<file path="config.mk">
export PLATFORM = sky130hd
export DESIGN_NAME = output_layer_acc
export DESIGN_NICKNAME = d
export VERILOG_FILES = /design/src/rtl/output_layer_acc_pkg.sv /design/src/rtl/output_layer_acc_sm_mul_shift.sv /design/src/rtl/output_layer_acc.sv
export SDC_FILE = /design/constraint.sdc
export NUM_CORES = 2
export LEC_CHECK = 0
export ABC_AREA = 1
export CORE_MARGIN = 2
export CORE_UTILIZATION = 65
export CTS_CLUSTER_SIZE = 10
export DETAILED_ROUTE_END_ITERATION = 8
export PLACE_DENSITY = 0.82
export SLEW_MARGIN = 20
export SYNTH_ARGS = -nofsm -noshare
export SYNTH_HDL_FRONTEND = slang
export SYNTH_SLANG_ARGS = --single-unit
</file>
<file path="constraint.sdc">
create_clock -name clk -period 12.4 [get_ports clk]
set_input_delay 1.24 -clock clk [delete_from_list [all_inputs] [get_ports clk]]
set_output_delay 1.24 -clock clk [all_outputs]
set_load 0.01 [all_outputs]
</file>
<file path="src/rtl/output_layer_acc_pkg.sv">
// Shared widths, FSM encoding and sign-magnitude conversion helpers.
package output_layer_acc_pkg;

    localparam int unsigned BIT   = 16;
    localparam int unsigned W_BIT = 8;
    localparam int unsigned N_CLS = 10;

    // Largest magnitude a BIT-wide sign-magnitude code can carry.
    localparam longint SM_MAG_MAX = (longint'(1) <<< (BIT - 1)) - 1;
    // Saturated-max code; argmax ranks it above every ordinary value.
    localparam logic [BIT-1:0] SM_SAT_MAX = {1'b1, {(BIT - 1){1'b0}}};

    typedef enum logic [2:0] {
        ST_IDLE,
        ST_LOAD,
        ST_WAIT_ACT,
        ST_MAC,
        ST_CONV
    } state_e;

    // Sign-magnitude to two's complement; -0 maps to 0.
    function automatic logic signed [BIT:0] sm_to_tc(input logic [BIT-1:0] sm);
        logic signed [BIT:0] mag;
        mag = $signed({2'b00, sm[BIT-2:0]});
        return sm[BIT-1] ? -mag : mag;
    endfunction

    // Two's complement to sign-magnitude with saturation; zero is always +0.
    function automatic logic [BIT-1:0] tc_to_sm_sat(input longint v);
        if (v > SM_MAG_MAX) begin
            return SM_SAT_MAX;
        end
        if (v < -SM_MAG_MAX) begin
            return {BIT{1'b1}};
        end
        if (v < 0) begin
            return {1'b1, (BIT - 1)'(-v)};
        end
        return {1'b0, (BIT - 1)'(v)};
    endfunction

endpackage

</file>
<file path="src/rtl/output_layer_acc_sm_mul_shift.sv">
// Sign-magnitude multiply, magnitude truncated by FRAC, signed result (zero is +0).
module output_layer_acc_sm_mul_shift #(
    parameter int unsigned A_W  = 16,
    parameter int unsigned B_W  = 8,
    parameter int unsigned FRAC = 7
) (
    input  logic [A_W-1:0]             a_i,
    input  logic [B_W-1:0]             b_i,
    output logic signed [A_W+B_W-2:0]  prod_c_o
);

    localparam int unsigned MAG_W = A_W + B_W - 2;

    logic [MAG_W-1:0] full_mag;
    logic [MAG_W-1:0] shr_mag;
    logic             neg;

    // Multiply magnitudes, drop fraction bits, then apply the product sign.
    always_comb begin
        full_mag = MAG_W'(a_i[A_W-2:0]) * MAG_W'(b_i[B_W-2:0]);
        shr_mag  = full_mag >> FRAC;
        neg      = a_i[A_W-1] ^ b_i[B_W-1];
        prod_c_o = '0;
        if (shr_mag != '0) begin
            prod_c_o = neg ? -$signed({1'b0, shr_mag}) : $signed({1'b0, shr_mag});
        end
    end

endmodule

</file>
<file path="src/rtl/output_layer_acc.sv">
// Final dense layer: accumulates 10 class scores over N_IN streamed activations.
module output_layer_acc
    import output_layer_acc_pkg::*;
#(
    parameter int unsigned N_IN = 64,
    parameter int unsigned FRAC = 7
) (
    input  logic                       clk,
    input  logic                       rst,
    input  logic                       start,
    output logic                       busy,
    input  logic [BIT-1:0]             act_in,
    input  logic                       act_valid,
    output logic                       act_ready,
    output logic [$clog2(N_IN)-1:0]    w_addr,
    input  logic [N_CLS*W_BIT-1:0]     w_data,
    input  logic [N_CLS*BIT-1:0]       bias_in,
    output logic [N_CLS*BIT-1:0]       scores_out,
    output logic                       scores_valid,
    output logic                       done
);

    localparam int unsigned CNT_W = $clog2(N_IN);
    localparam int unsigned ACC_W = BIT + W_BIT + CNT_W + 1;
    localparam int unsigned P_W   = BIT + W_BIT - 1;

    state_e                    state_q, state_d;
    logic [CNT_W-1:0]          count_q, count_d;
    logic [CNT_W-1:0]          w_addr_q, w_addr_d;
    logic [BIT-1:0]            act_q, act_d;
    logic signed [ACC_W-1:0]   acc_q [N_CLS];
    logic signed [ACC_W-1:0]   acc_d [N_CLS];
    logic [N_CLS*BIT-1:0]      scores_q, scores_d;
    logic                      scores_valid_q, scores_valid_d;
    logic                      done_q, done_d;
    logic                      busy_q, busy_d;
    logic                      act_ready_q, act_ready_d;
    logic signed [P_W-1:0]     prod_c [N_CLS];

    // One scaled product per class from the latched activation and its ROM weight.
    for (genvar g = 0; g < N_CLS; g++) begin : g_mul
        output_layer_acc_sm_mul_shift #(
            .A_W  (BIT),
            .B_W  (W_BIT),
            .FRAC (FRAC)
        ) u_mul (
            .a_i      (act_q),
            .b_i      (w_data[g*W_BIT +: W_BIT]),
            .prod_c_o (prod_c[g])
        );
    end

    // Next-state and registered-output logic.
    always_comb begin
        state_d        = state_q;
        count_d        = count_q;
        w_addr_d       = w_addr_q;
        act_d          = act_q;
        acc_d          = acc_q;
        scores_d       = scores_q;
        scores_valid_d = scores_valid_q;
        done_d         = 1'b0;

        unique case (state_q)
            ST_IDLE: begin
                if (start) begin
                    state_d        = ST_LOAD;
                    scores_valid_d = 1'b0;
                end
            end
            ST_LOAD: begin
                for (int c = 0; c < N_CLS; c++) begin
                    acc_d[c] = ACC_W'(sm_to_tc(bias_in[c*BIT +: BIT]));
                end
                count_d  = '0;
                w_addr_d = '0;
                state_d  = ST_WAIT_ACT;
            end
            ST_WAIT_ACT: begin
                if (act_valid) begin
                    act_d   = act_in;
                    state_d = ST_MAC;
                end
            end
            ST_MAC: begin
                for (int c = 0; c < N_CLS; c++) begin
                    acc_d[c] = acc_q[c] + ACC_W'(prod_c[c]);
                end
                count_d  = count_q + CNT_W'(1);
                w_addr_d = count_q + CNT_W'(1);
                state_d  = (count_q == CNT_W'(N_IN - 1)) ? ST_CONV : ST_WAIT_ACT;
            end
            ST_CONV: begin
                // Slot order is reversed so argmax reports 9 - class.
                for (int c = 0; c < N_CLS; c++) begin
                    scores_d[(N_CLS-1-c)*BIT +: BIT] = tc_to_sm_sat(longint'(acc_q[c]));
                end
                done_d         = 1'b1;
                scores_valid_d = 1'b1;
                state_d        = ST_IDLE;
            end
            default: begin
                state_d = ST_IDLE;
            end
        endcase

        busy_d      = (state_d != ST_IDLE);
        act_ready_d = (state_d == ST_WAIT_ACT);
    end

    // State and output registers with synchronous reset.
    always_ff @(posedge clk) begin
        if (rst) begin
            state_q        <= ST_IDLE;
            count_q        <= '0;
            w_addr_q       <= '0;
            act_q          <= '0;
            scores_q       <= '0;
            scores_valid_q <= 1'b0;
            done_q         <= 1'b0;
            busy_q         <= 1'b0;
            act_ready_q    <= 1'b0;
            for (int c = 0; c < N_CLS; c++) begin
                acc_q[c] <= '0;
            end
        end else begin
            state_q        <= state_d;
            count_q        <= count_d;
            w_addr_q       <= w_addr_d;
            act_q          <= act_d;
            scores_q       <= scores_d;
            scores_valid_q <= scores_valid_d;
            done_q         <= done_d;
            busy_q         <= busy_d;
            act_ready_q    <= act_ready_d;
            for (int c = 0; c < N_CLS; c++) begin
                acc_q[c] <= acc_d[c];
            end
        end
    end

    assign busy         = busy_q;
    assign act_ready    = act_ready_q;
    assign w_addr       = w_addr_q;
    assign scores_out   = scores_q;
    assign scores_valid = scores_valid_q;
    assign done         = done_q;

endmodule
</file>
* Word level (Yosys, flattened, before mapping) *
Index checks and enable logic that the tools add are counted.

cells by class
  bitwise operators = 10
  $mul = 10
  reductions and logical operators = 16
  add/sub/neg operators = 41
  order comparisons = 30
  eq/ne operators = 7
  mux-type cells = 189

operators by type and width
  cell                                                                                number
  16-bit 2-to-1 mux                                                                   60
  310-bit case mux with 2 select lines                                                1
  23-bit 2-to-1 mux                                                                   20
  31-bit by 23-bit adder with 31-bit output                                           10
  31-bit by 16-bit greater-than comparator with 1-bit output (second input constant)  10
  31-bit by 1-bit less-than comparator with 1-bit output (second input constant)      10
  31-bit by 16-bit less-than comparator with 1-bit output (second input constant)     10
  15-bit negation with 23-bit output                                                  10
  15-bit by 7-bit multiplier with 22-bit output                                       10
  22-bit nonzero test                                                                 10
  17-bit 2-to-1 mux                                                                   10
  15-bit negation with 17-bit output                                                  10
  15-bit negation                                                                     10
  1-bit 2-to-1 mux                                                                    92
  3-bit case mux with 4 select lines                                                  1
  6-bit case mux with 2 select lines                                                  1
  1-bit XOR                                                                           10
  3-bit by 2-bit == test with 1-bit output (second input constant)                    3
  3-bit 2-to-1 mux                                                                    3
  6-bit by 1-bit adder with 6-bit output (second input constant)                      1
  6-bit == test (second input constant)                                               1
  2-bit AND reduction                                                                 2
  2-bit nonzero test                                                                  2
  3-bit by 1-bit == test with 1-bit output (second input constant)                    1
  other kinds (5)                                                                     5

word-level totals
  input bits = 260
  word-level logic and storage cells = 321
  register bits = 499
  output and inout bits = 170

* Longest topological paths before layout *
  word-level depth = 11
  depth in mapped cells = 54
  mapped depth without buffers = 51

* By module *
From an unflattened synthesis, not the netlist that was laid out.

unflattened totals
  cells, all modules = 16098
  area, all modules = 94054.0 um^2

by module, submodules not included
  module                                              instances  sequential area each (um^2)  cells each  area each (um^2)
  output_layer_acc                                    1          9989.6                       9290        50826.2
  output_layer_acc_sm_mul_shift (g_mul[0].u_mul ...)  4          0.0                          691         4346.7
  output_layer_acc_sm_mul_shift (g_mul[5].u_mul ...)  4          0.0                          671         4309.1
  output_layer_acc_sm_mul_shift (g_mul[4].u_mul)      1          0.0                          688         4342.9
  output_layer_acc_sm_mul_shift (g_mul[9].u_mul)      1          0.0                          672         4261.6

* Worst setup path after synthesis *
OpenSTA, ideal clock, no wires.

  path kind = input to register
  from = input port w_data[22]
  to = register acc_q[245] in the netlist's numbering
  setup time = 70 ps
  required time = 12330 ps
  setup slack = 3876 ps
  cell stages on the path = 48
  buffers on the path = 1
  arrival time = 8454 ps
  cell sequence = clkbuf_1 > nand2_1 > inv_1 > fa_1 > fa_1 > fa_1 > inv_1 > fa_1 > inv_1 > ha_1 > nand2_1 > inv_1 > nand2_1 > nand2_1 > a31o_2 > xor2_1 > inv_1 > ha_1 > [12 not listed] > inv_1 > or2_2 > a21oi_1 > or2_2 > nand2_1 > nand2_1 > nand2_1 > a21oi_1 > o21ai_0 > a21oi_1 > o21ai_0 > nand2_1 > nand2_1 > nand3b_1 > nand2_1 > nand2_1 > nand3_1 > a21oi_1

between the ends
  cells in the longest elaborated chain, start to end = 6
  elaborated cells between the ends (all ways) = 7
  classes of those cells = add/sub (2); mul (1); mux (3); reduce/logical (1)

ends and longest elaborated chain
  item                                               RTL line                             source
  start, declared                                    output_layer_acc.sv:16               input logic [N_CLS*W_BIT-1:0] w_data,
  15-bit by 7-bit multiplier with 22-bit output (*)  output_layer_acc_sm_mul_shift.sv:20  full_mag = MAG_W'(a_i[A_W-2:0]) * MAG_W'(b_i[B_W-2:0]);
  15-bit negation with 23-bit output                 output_layer_acc_sm_mul_shift.sv:25  prod_c_o = neg ? -$signed({1'b0, shr_mag}) : $signed({1'b0, shr_mag});
  23-bit 2-to-1 mux                                  output_layer_acc_sm_mul_shift.sv:25
  23-bit 2-to-1 mux (*)                              output_layer_acc_sm_mul_shift.sv:24  if (shr_mag != '0) begin
  31-bit by 23-bit adder with 31-bit output (*)      output_layer_acc.sv:87               acc_d[c] = acc_q[c] + ACC_W'(prod_c[c]);
  310-bit case mux with 2 select lines (*)           output_layer_acc.sv:64               unique case (state_q)
  end signal, assigned by index                      output_layer_acc.sv:137              acc_q[c] <= acc_d[c];
  end, declared                                      output_layer_acc.sv:31               logic signed [ACC_W-1:0] acc_q [N_CLS];

Mark *: on every way between the ends. The rest lies on a longest branch, timed or not.
A chain may end at the register's enable or synchronous reset.

* Worst setup path in the final report *
  from = input port w_data[28]
  to = register acc_q[214] in the netlist's numbering

Same word-level chain as after synthesis.

==> out/metrics.yaml <==
pwr:
  total_leakage_power_nw: 49.7
  sequentialPowerShare_pct: 21.2
  p_comb_share_pct: 56.0
  power.switching_mw: 4.33
  power_per_cell_area_mw_per_mm2: 98.5
  clkPwrFrac_pct: 22.8
  ir_drop_mv: 0.118
  internal_power_mw: 4.45
  power.share.switching_pct: 49.3
clock_network:
  cts.hold.buffers_added: 0
  cts.sink_count: 499
  cts-htree-levels: 3
  cts_tree: "done"
  path_clk_slew_ns: 0.05
  tritoncts.num_buffers: 68
  clockRootBuffer: "clkbuf_16"
  cts-resized-gates: 0
  clock_insertion_delay_worst_skew_ns: 0.70
  clk_path_buf_depth: 3
  number_of_setup_buffers_added_after_cts: 0
sta:
  final-hold-violation-count: 0
  slew-limit-headroom_pct: 18.4
  post_route_minimum_period_ns: 9.89
  final-setup-viol-count: 0
  max_freq_mhz: 101
  unrepaired_setup_endpoints_after_global_routing: "false"
  layout_worst_path_cycle_share_pct: 79.8
  worst-slew-pin-transition_ns: 1.21
  finClkSkew_ns: 0.0374
  maxSlewViolCount: 0
  fin_tns_setup_ns: 0
synthesis:
  total_of_warnings_raised_by_yosys: 0
  synth_edf_count: 0
  syn_nets: 14500
  synth_sequential_area_ratio_pct: 12.2
  post_syn_instances: 13000
  synth_top_cell_by_area: "fa_1"
  area_share_of_the_largest_cell_type_after_synthesis_pct: 15.7
  synthDistinctLibCells: 68
  yosys-top-cells-area: "fa_1 (16%), nand2_1 (15%), dfxtp_1 (12%)"
  synth_seq_cells: 499
  synthesized_area_per_cell_um2: 6.32
  async_flop_share_pct: 0
  syn-cell-area_mm2: 0.0819
  synthFlopType: "dfxtp_1"
critical_path:
  worstPathBufferInverterCount: 8
  rr_endpoint: "acc_q[113]"
  timing.critical_path.fanout_max: 15
  cp.arrival_ns: 10.40
  critical_r2r_launch: "act_q[5]"
  cp_data_required_time_ns: 12.91
  critical_path.startpoint_type: "primary input"
  rrSetupSlack_ns: 2.51
  cp_slowest_stage_delay_ns: 0.86
  crit_family: "simple AND/OR/NAND/NOR gates"
  critPathSlowestCell: "clkdlybuf4s50_1"
  critical_path.endpoint_type: "register"
  ff2ff_path_depth: 43
  path_class: "primary input to register"
  worst_path_most_repeated_cell: "nand2_1"
drt:
  drt_wl_total_um: 275000
  drt_pre_antenna_iters: 8
  route.antenna.remaining_nets: 0
  avgRoutedWirePerCell_um: 18.6
  drt-vias-per-instance: 5.90
  remaining_drc_errors: 0
  detailroute.via_count: 87200
  drt_first_iter_violations: 9527
run_status:
  run_status: "finished, final reports clean"
finish:
  utilization_pct: 71.2
  final_net_count: 14600
  most-common-layout-cells: "nand2_1 (3307), inv_1 (2601), a21oi_1 (942)"
  final_layout_size_suffix_gt1_share_pct: 3.78
  layout.cell_area.non_filler_mm2: 0.0891
  mostFrequentLayoutCell: "nand2_1"
  fillerInstances: 10900
  synthToLayoutAreaGrowth_pct: 8.86
floorplanning:
  starting_density_pct: 65.4
  fp.coreArea_mm2: 0.125
  std_cell_rows: 130
  ioPinCount: 430
  floorplan.die.height_um: 359
  die_w_um: 359
  fp.dieArea_mm2: 0.129
grt:
  via_count_of_the_first_global_routing_pass: 83900
  antenna_found_initial: 37
  grt_first_pass_wirelength_um: 441000
  grt_max_degree: 162
  groute.usage.overall_pct: 41.9
  overflow_left_after_global_routing: 0
hold_path:
  min_delay_path_depth: 2
  hold_start: "scores_out[32]"
  hold_path.class: "register to register"
  min_delay_worst_endpoint: "scores_out[32]"
placement:
  gpl.final_weighted_congestion: 1.03
  place.port_buffers: 429
  dpl-instance-area_mm2: 0.0869
  detailed_place_hpwl_um: 214000
job:
  maxCapViolCount: 0
==> metal layers <==
layer  vias up  track usage (%)  wire length [um]
met4        46             18.8             13200
met1     40400             54.5            109000
met3       876             11.1             33700
li1      41200                -                 -
met5         -                0               282
met2      4684             65.3            119000
==> cell usage after synthesis, types with 7 or more instances <==
| master | number |
|---|---|
| a32oi_1 | 12 |
| xor2_2 | 28 |
| nand2_2 | 53 |
| o221ai_1 | 41 |
| buf_1 | 14 |
| nand4_1 | 172 |
| o22ai_1 | 24 |
| nor3_1 | 220 |
| buf_6 | 10 |
| nand3b_1 | 98 |
| a21boi_0 | 25 |
| o41ai_1 | 10 |
| a31oi_1 | 219 |
| xnor2_1 | 95 |
| clkbuf_1 | 395 |
| o21bai_1 | 34 |
| ha_1 | 651 |
| nand3_1 | 630 |
| a21oi_1 | 942 |
| and3_1 | 15 |
| nor4_1 | 62 |
| dfxtp_1 | 499 |
| and2_1 | 9 |
| fa_1 | 640 |
| nand2_1 | 3307 |
| nor2_1 | 932 |
| o21a_1 | 31 |
| inv_2 | 12 |
| or2_2 | 154 |
| clkinv_1 | 14 |
| a221oi_1 | 25 |
| o31ai_1 | 64 |
| o21ai_0 | 539 |
| nor3b_1 | 7 |
| nand3_4 | 7 |
| xor2_1 | 181 |
| o211ai_1 | 54 |
| nor2_2 | 22 |
| a21o_1 | 17 |
| inv_1 | 2602 |
==> metrics by stage <==
stage | power [mW] | hold WS (ns) | setup slack, ns | std cells
2_1_floorplan | 5.32 | 0.490 | 3.88 | 13000
3_3_place_gp | 6.51 | 0.453 | 2.26 | 14700
3_5_place_dp | 6.64 | 0.457 | 2.02 | 14700
4_1_cts | 8.64 | 0.466 | 2.73 | 14800
5_1_grt | 9.40 | 0.481 | 1.73 | 14800
6_report | 8.78 | 0.463 | 2.51 | 14800
==> cell families (layout without fill, tap and decap cells) <==
kind of cell	count (synthesis)	count (layout)	synth area share, %
adders and majority gates	1291	1291	25.6
other	0	21	0
and+or+nand+nor	5724	5724	29.9
xor gates and xnor gates	311	311	3.73
DFF	499	499	12.2
AOI/OAI and AO/OA	2071	2071	14.3
buffers and inverters	3063	3219	14.3
==> power groups by stage <==
stage	clock network [mW]	logic, mW	registers [mW]
finish	2.00	4.92	1.86
global route	2.06	5.47	1.87
CTS	2.00	4.79	1.85
detailed placement	0	4.76	1.88
global placement	0	4.63	1.88
floorplan	0	3.52	1.80
==> how the worst max path moves through the flow <==
stage	startpoint	depth (start not counted)	slack, ns	to
final	w_data[28]	43	2.51	acc_q[214]
after global routing	act_q[5]	43	1.73	acc_q[113]
after CTS	w_data[28]	43	2.73	acc_q[214]
after detailed placement	w_data[28]	43	2.02	acc_q[214]
after global placement	w_data[29]	43	2.26	acc_q[214]
after floorplan	w_data[22]	48	3.88	acc_q[245]
==> area by class of cell <==
cell class	count	area, um2	share of cell area [%]
Timing Repair Buffer	482	4730	5.30
Inverter	2628	9870	11.1
Clock inverter	16	213	0.239
Clock buffer	93	1950	2.19
Tap cell	1650	2060	2.32
Antenna cell	21	52.6	0.0590
Multi-Input combinational cell	9397	60200	67.6
Sequential cell	499	10000	11.2
==> worst register-to-register path, delay by kind of cell, from the launching register on <==
kind | cells | cell delay [ns]
adders and majority gates | 7 | 3.19
AOI/OAI and AO/OA | 6 | 1.27
DFF | 1 | 0.90
buffers and inverters | 6 | 1.03
and+or+nand+nor | 24 | 3.38
==> sequential cells by signal, summed over array words and instances (netlist names) <==
name          cells
scores_valid      1
act_ready         1
state_q           3
busy              1
done              1
acc_q           310
w_addr            6
act_q            16
scores_out      160
Power figures use the tool's default switching activity.
